`src/rtl/vx_commit_unit_scalar_pkg.sv`:
```
// Shared commit-stage types: packet layout, stream indices and arbiter states.
`timescale 1ns/1ps

`ifndef NUM_WARPS
`define NUM_WARPS 4
`endif

`ifndef LOG2UP
`define LOG2UP(x) (((x) > 1) ? $clog2(x) : 1)
`endif

package VX_gpu_pkg;

    localparam int XLEN             = 32;
    localparam int NR_BITS          = 5;
    localparam int UUID_WIDTH       = 44;
    localparam int PC_WIDTH         = 32;
    localparam int COMMIT_LANES     = 4;
    localparam int COMMIT_PID_WIDTH = 1;
    localparam int NW_WIDTH         = `LOG2UP(`NUM_WARPS);

    // Commit stream indices, one per execute unit
    localparam int EX_ALU       = 0;
    localparam int EX_LSU       = 1;
    localparam int EX_FPU       = 2;
    localparam int EX_SFU       = 3;
    localparam int NUM_EX_UNITS = 4;

    // Commit packet, MSB first: uuid ... eop (eop is bit 0)
    typedef struct packed {
        logic [UUID_WIDTH-1:0]                   uuid;
        logic [NW_WIDTH-1:0]                     wid;
        logic [COMMIT_LANES-1:0]                 tmask;
        logic [PC_WIDTH-1:0]                     pc;
        logic                                    wb;
        logic [NR_BITS-1:0]                      rd;
        logic [COMMIT_LANES-1:0][XLEN-1:0]       data;
        logic [COMMIT_PID_WIDTH-1:0]             pid;
        logic                                    sop;
        logic                                    eop;
    } commit_pkt_t;

    // Width of one commit stream payload; matches the SFU response arbiter
    localparam int CDATAW = $bits(commit_pkt_t);

    typedef enum logic {
        ARB_IDLE   = 1'b0,
        ARB_LOCKED = 1'b1
    } arb_state_e;

endpackage

```
`src/rtl/vx_commit_unit_scalar_arb.sv`:
```
// Round-robin commit arbiter that locks onto one stream for multi-packet instructions.
`timescale 1ns/1ps

module VX_commit_lock_arb
    import VX_gpu_pkg::*;
#(
    parameter int NUM_EX = NUM_EX_UNITS,
    localparam int IDX_W = `LOG2UP(NUM_EX)
) (
    input  logic              clk,
    input  logic              reset,
    input  logic [NUM_EX-1:0] req_valid,
    input  logic [NUM_EX-1:0] req_sop,
    input  logic [NUM_EX-1:0] req_eop,
    output logic              grant_valid,
    output logic [IDX_W-1:0]  grant_idx,
    output logic [NUM_EX-1:0] grant_onehot,
    output logic              locked
);

    arb_state_e       state, next_state;
    logic [IDX_W-1:0] ptr, next_ptr;
    logic [IDX_W-1:0] lock_idx, next_lock_idx;

    function automatic logic [IDX_W-1:0] wrap_idx(input logic [31:0] v);
        return IDX_W'(v % NUM_EX);
    endfunction

    // Pick the winner and the next pointer/lock; nothing is granted while in reset
    always_comb begin
        next_state    = state;
        next_ptr      = ptr;
        next_lock_idx = lock_idx;
        grant_valid   = 1'b0;
        grant_idx     = '0;
        grant_onehot  = '0;
        if (!reset) begin
            case (state)
                ARB_IDLE: begin
                    for (int k = NUM_EX - 1; k >= 0; k--) begin
                        if (req_valid[wrap_idx(32'(ptr) + $unsigned(k))]) begin
                            grant_valid = 1'b1;
                            grant_idx   = wrap_idx(32'(ptr) + $unsigned(k));
                        end
                    end
                    if (grant_valid) begin
                        if (req_sop[grant_idx] && !req_eop[grant_idx]) begin
                            next_state    = ARB_LOCKED;
                            next_lock_idx = grant_idx;
                        end
                        if (req_eop[grant_idx]) begin
                            next_ptr = wrap_idx(32'(grant_idx) + 32'd1);
                        end
                    end
                end
                ARB_LOCKED: begin
                    if (req_valid[lock_idx]) begin
                        grant_valid = 1'b1;
                        grant_idx   = lock_idx;
                        if (req_eop[lock_idx]) begin
                            next_state = ARB_IDLE;
                            next_ptr   = wrap_idx(32'(lock_idx) + 32'd1);
                        end
                    end
                end
                default: next_state = ARB_IDLE;
            endcase
            if (grant_valid) begin
                grant_onehot[grant_idx] = 1'b1;
            end
        end
    end

    // Arbiter state, priority pointer and locked stream
    always_ff @(posedge clk) begin
        if (reset) begin
            state    <= ARB_IDLE;
            ptr      <= '0;
            lock_idx <= '0;
        end else begin
            state    <= next_state;
            ptr      <= next_ptr;
            lock_idx <= next_lock_idx;
        end
    end

    assign locked = (state == ARB_LOCKED);

endmodule

```
`src/rtl/vx_commit_unit_scalar.sv`:
```
// Scalar commit unit: merges the execute-unit commit streams into one
// register-file write port plus retire pulses and the instret counter.
`timescale 1ns/1ps

module vx_commit_unit_scalar
    import VX_gpu_pkg::*;
#(
    parameter int NUM_EX    = NUM_EX_UNITS,
    parameter int NUM_LANES = COMMIT_LANES,
    parameter int WARP_CNT  = `NUM_WARPS,
    parameter int PID_WIDTH = COMMIT_PID_WIDTH,
    localparam int WARP_CNT_WIDTH = `LOG2UP(WARP_CNT),
    localparam int IDX_W          = `LOG2UP(NUM_EX),
    localparam int DATAW          = NUM_LANES * XLEN
) (
    input  logic                             clk,
    input  logic                             reset,
    input  logic [NUM_EX-1:0]                commit_valid_in,
    output logic [NUM_EX-1:0]                commit_ready_in,
    input  logic [NUM_EX-1:0][CDATAW-1:0]    commit_data_in,
    output logic                             wb_valid,
    output logic [WARP_CNT_WIDTH-1:0]        wb_wid,
    output logic [NR_BITS-1:0]               wb_rd,
    output logic [NUM_LANES-1:0]             wb_tmask,
    output logic [PID_WIDTH-1:0]             wb_pid,
    output logic [DATAW-1:0]                 wb_data,
    output logic                             retire_valid,
    output logic [WARP_CNT_WIDTH-1:0]        retire_wid,
    output logic [63:0]                      instret,
    output logic                             busy
);

    commit_pkt_t       in_pkt [NUM_EX];
    commit_pkt_t       sel_pkt;
    logic [NUM_EX-1:0] sop_vec;
    logic [NUM_EX-1:0] eop_vec;
    logic              grant_valid;
    logic [IDX_W-1:0]  grant_idx;
    logic              arb_locked;
    logic              out_active;
    logic              unused_fields;

    for (genvar g = 0; g < NUM_EX; g++) begin : g_unpack
        assign in_pkt[g]  = commit_pkt_t'(commit_data_in[g]);
        assign sop_vec[g] = in_pkt[g].sop;
        assign eop_vec[g] = in_pkt[g].eop;
    end

    VX_commit_lock_arb #(
        .NUM_EX (NUM_EX)
    ) arb (
        .clk          (clk),
        .reset        (reset),
        .req_valid    (commit_valid_in),
        .req_sop      (sop_vec),
        .req_eop      (eop_vec),
        .grant_valid  (grant_valid),
        .grant_idx    (grant_idx),
        .grant_onehot (commit_ready_in),
        .locked       (arb_locked)
    );

    assign sel_pkt       = in_pkt[grant_idx];
    assign unused_fields = ^{sel_pkt.uuid, sel_pkt.pc};

    // Output-stage strobes: one cycle after the handshake, cleared by reset
    always_ff @(posedge clk) begin
        if (reset) begin
            out_active   <= 1'b0;
            wb_valid     <= 1'b0;
            retire_valid <= 1'b0;
        end else begin
            out_active   <= grant_valid;
            wb_valid     <= grant_valid && sel_pkt.wb && (|sel_pkt.tmask);
            retire_valid <= grant_valid && sel_pkt.eop;
        end
    end

    // Output-stage payload, only meaningful alongside the strobes above
    always_ff @(posedge clk) begin
        if (grant_valid) begin
            wb_wid     <= WARP_CNT_WIDTH'(sel_pkt.wid);
            wb_rd      <= sel_pkt.rd;
            wb_tmask   <= NUM_LANES'(sel_pkt.tmask);
            wb_pid     <= PID_WIDTH'(sel_pkt.pid);
            wb_data    <= DATAW'(sel_pkt.data);
            retire_wid <= WARP_CNT_WIDTH'(sel_pkt.wid);
        end
    end

    // Retired-instruction counter, wraps naturally at 2^64
    always_ff @(posedge clk) begin
        if (reset) begin
            instret <= '0;
        end else if (retire_valid) begin
            instret <= instret + 64'd1;
        end
    end

    assign busy = !reset && (out_active || arb_locked);

endmodule

```
`config.mk`:
```
export PLATFORM = sky130hd
export DESIGN_NAME = vx_commit_unit_scalar
export DESIGN_NICKNAME = d
export VERILOG_FILES = /design/src/rtl/vx_commit_unit_scalar_pkg.sv /design/src/rtl/vx_commit_unit_scalar_arb.sv /design/src/rtl/vx_commit_unit_scalar.sv
export SDC_FILE = /design/constraint.sdc
export NUM_CORES = 1
export LEC_CHECK = 0
export ABC_AREA = 1
export BUFFER_PORTS_ARGS = -buffer_cell sky130_fd_sc_hd__buf_2
export CAP_MARGIN = 0
export CELL_PAD_IN_SITES_DETAIL_PLACEMENT = 0
export CELL_PAD_IN_SITES_GLOBAL_PLACEMENT = 1
export CORE_AREA = 2 2 421 423
export CTS_CLUSTER_SIZE = 24
export DETAILED_ROUTE_END_ITERATION = 10
export DIE_AREA = 0 0 423 425
export GPL_TIMING_DRIVEN = 0
export PLACE_DENSITY = 0.42
export SLEW_MARGIN = 20
export SYNTH_ARGS = -nofsm -noshare
export SYNTH_HDL_FRONTEND = slang
export SYNTH_SLANG_ARGS = --single-unit
```
`constraint.sdc`:
```
create_clock -name clk -period 18.1 [get_ports clk]
set_input_delay 0.905 -clock clk [delete_from_list [all_inputs] [get_ports clk]]
set_output_delay 0.905 -clock clk [all_outputs]
set_load 0.01 [all_outputs]
```
==> impl_metrics.tcl <==
set metrics [dict create \
    outcome "completed" \
    crit_arrival_ns 3.40 \
    drt_pass1_iterations 5 \
    min_period_ns 4.31 \
    clk_pin_slew_ns 0.06 \
    p_leak_nw 9.03 \
    yosysSeqAreaShare_pct 44.1 \
    num_vias 16800 \
    path_class "in2out" \
    grt_pass1_vias 16900 \
    initial_utilization_pct 7.30 \
    slowest_delay_ns 0.40 \
    gp_congestion 0.884 \
    wl_mm 151 \
    ys_async_sr_fraction_pct 0 \
    synth_cell_types 35 \
    fin_area_um2 20900 \
    placed_cell_area_um2 19800 \
    synthTopCellsByCount "nand2_1, edfxtp_1, a31oi_1" \
    drv_slew 0 \
    numCtsBuffers 35 \
    utilization_pct 11.9 \
    min_path_type "reg2reg" \
    cts_buffer_depth 3 \
    wl_per_cell_um 30.3 \
    die_w_um 423 \
    rsz0062_at_grt "no" \
    cts_hold_buffers 0 \
    via_per_inst 3.36 \
    cp-end-kind "output port" \
    core_um2 175000 \
    antenna_found_initial 123 \
    crit_fanout 10 \
    overflow 0 \
    tightest_slew_ns 1.09 \
    peakVddDrop_uv 58.1 \
    synth_ff_type "edfxtp_1" \
    numPortBuffers 789 \
    layout-drive-gt1-share_pct 35.0 \
    yosysWarnings 0 \
    hpwl_mm 133 \
    drcViolationCount 0 \
    r2r_start "arb.ptr[0]$_SDFFE_PP0P_" \
    path_cells "buf_2 > inv_1 > o21ai_0 > nand2_1 > nand2_1 > inv_1 > nand3_1 > nand3_4 > nand3_4 > buf_4 > buf_4 > buf_2 > nor2_1 > buf_2" \
    fp-row-count 154 \
    start_kind "input pin" \
    fmax_mhz 232 \
    startpoint "commit_valid_in[0]" \
    power_mw 3.34 \
    setup_violations 0 \
    relSlewSlack_pct 27.6 \
    grt_pass1_wl_mm 187 \
    skew_ns 0.0326 \
    grt_max_degree 37 \
    drv_cap 0 \
    ys_ff_latch 212 \
    final_nets 3482 \
    fp.dieH_um 425 \
    powerDensity_nw_per_um2 160 \
    final_antenna_net_count 0 \
    syn-cell-area_um2 12800 \
    synth_top_area_cell "edfxtp_1" \
    fill_cells 20700 \
    grt.total_usage_pct 16.3 \
    boundaryPins 1095 \
    drt_iter0_drc 1081 \
    post-cts-setup-buffers 0 \
    clock-sinks 212 \
    avgSynthCellArea_um2 7.23 \
    final_hold_viol_count 0 \
    worstPathRequired_ns 17.19 \
    hold_path.startpoint "instret[51]$_SDFFE_PP0P_" \
    cts-root-buf "clkbuf_16" \
    clk_latency_ns 0.59 \
    yosys-top-cells-area "edfxtp_1, nand2_1, dfxtp_1" \
    syn-num-nets 2652 \
    crit_path_frequent_cell "buf_2" \
    syn_inst 1769 \
    cp_slowest_cell "buf_2" \
    cts_tree "yes" \
    cts_htree_levels 2 \
    post_cts_resized 0 \
    final.setup.tns_ns 0 \
    synth_top_area_share_pct 32.9 \
    synth_edf_count 140 \
    fin_crit_sh_pct 23.8 \
    die_area_um2 180000 \
    syn2layout_area_growth_pct 63.5 \
    yosys.cell_count.top_type "nand2_1" \
]
## power by group
part	total [mW]	internal [mW]	leakage, nW	switching (mW)
clock	0.693	0.391	0.530	0.303
combinational	1.86	0.457	6.56	1.41
sequential	0.784	0.729	1.93	0.0549
## metal layers
metal	up-vias	global-route usage (%)	wire length, um
met3	194	3.33	9590
met1	8095	19.4	61300
met4	18	5.17	5700
li1	7707	-	-
met5	-	0	117
met2	775	28.9	74700
## area by class of cell
type / instances / area (um2) / area share [%]
sequential: 212 / 5650 / 27.0
buffer: 107 / 518 / 2.48
clock inverter: 17 / 163 / 0.778
inverter: 109 / 409 / 1.96
multi-input combinational: 1341 / 6230 / 29.8
timing repair buffer: 793 / 4040 / 19.3
antenna: 28 / 70.1 / 0.335
tap: 2340 / 2930 / 14.0
clock buffer: 45 / 923 / 4.41
## cell usage in the layout, fill, tap and decap left out, types with 49 or more instances in the layout
cell      instances
edfxtp_1        140
buf_2           842
a31oi_1         138
clkbuf_1         49
nand3_1          53
and3_1          137
nand2_1         700
nor2_1          113
inv_1           106
a21oi_1          50
dfxtp_1          72
## worst paths after layout
path | end | cells after the start | slack, ns
min reg2reg | instret[51]$_SDFFE_PP0P_ | 2 | 0.49
max reg2reg | wb_data[44]$_DFFE_PP_ | 12 | 14.34
min | instret[51]$_SDFFE_PP0P_ | 2 | 0.49
max | commit_ready_in[1] | 14 | 13.79
## sequential cells by signal (all words and copies together) (netlist names)
register	count
instret	64
arb.lock_idx	2
retire_wid	2
retire_valid	1
wb_pid	1
wb_data	128
wb_rd	5
arb.ptr	2
arb.locked	1
wb_valid	1
out_active	1
wb_tmask	4
## kinds of logic after synthesis
logic type,Yosys count,synth area share [%]
xor gates and xnor gates,11,0.753
AOI/OAI and AO/OA,243,11.1
adders and majority gates,1,0.0978
and+or+nand+nor,1086,36.7
buffers and inverters,216,7.21
DFF,212,44.1
## worst max-delay path: cells and delay by family
family                 cells  cell delay (ns)
AND/OR/NAND/NOR            6             0.82
AO/OA/AOI/OAI              1             0.27
buffers and inverters      7             1.37
## metrics by stage
stage / worst slack, ns / hold WS (ns) / cells
detailed placement: 13.49 / 0.485 / 4902
finish: 13.79 / 0.493 / 4992
global placement: 5.04 / 0.471 / 4898
floorplan: 11.02 / 0.495 / 1769
CTS: 13.64 / 0.495 / 4964
global route: 13.53 / 0.530 / 4966
No activity file was read; power rests on OpenSTA's default activity.
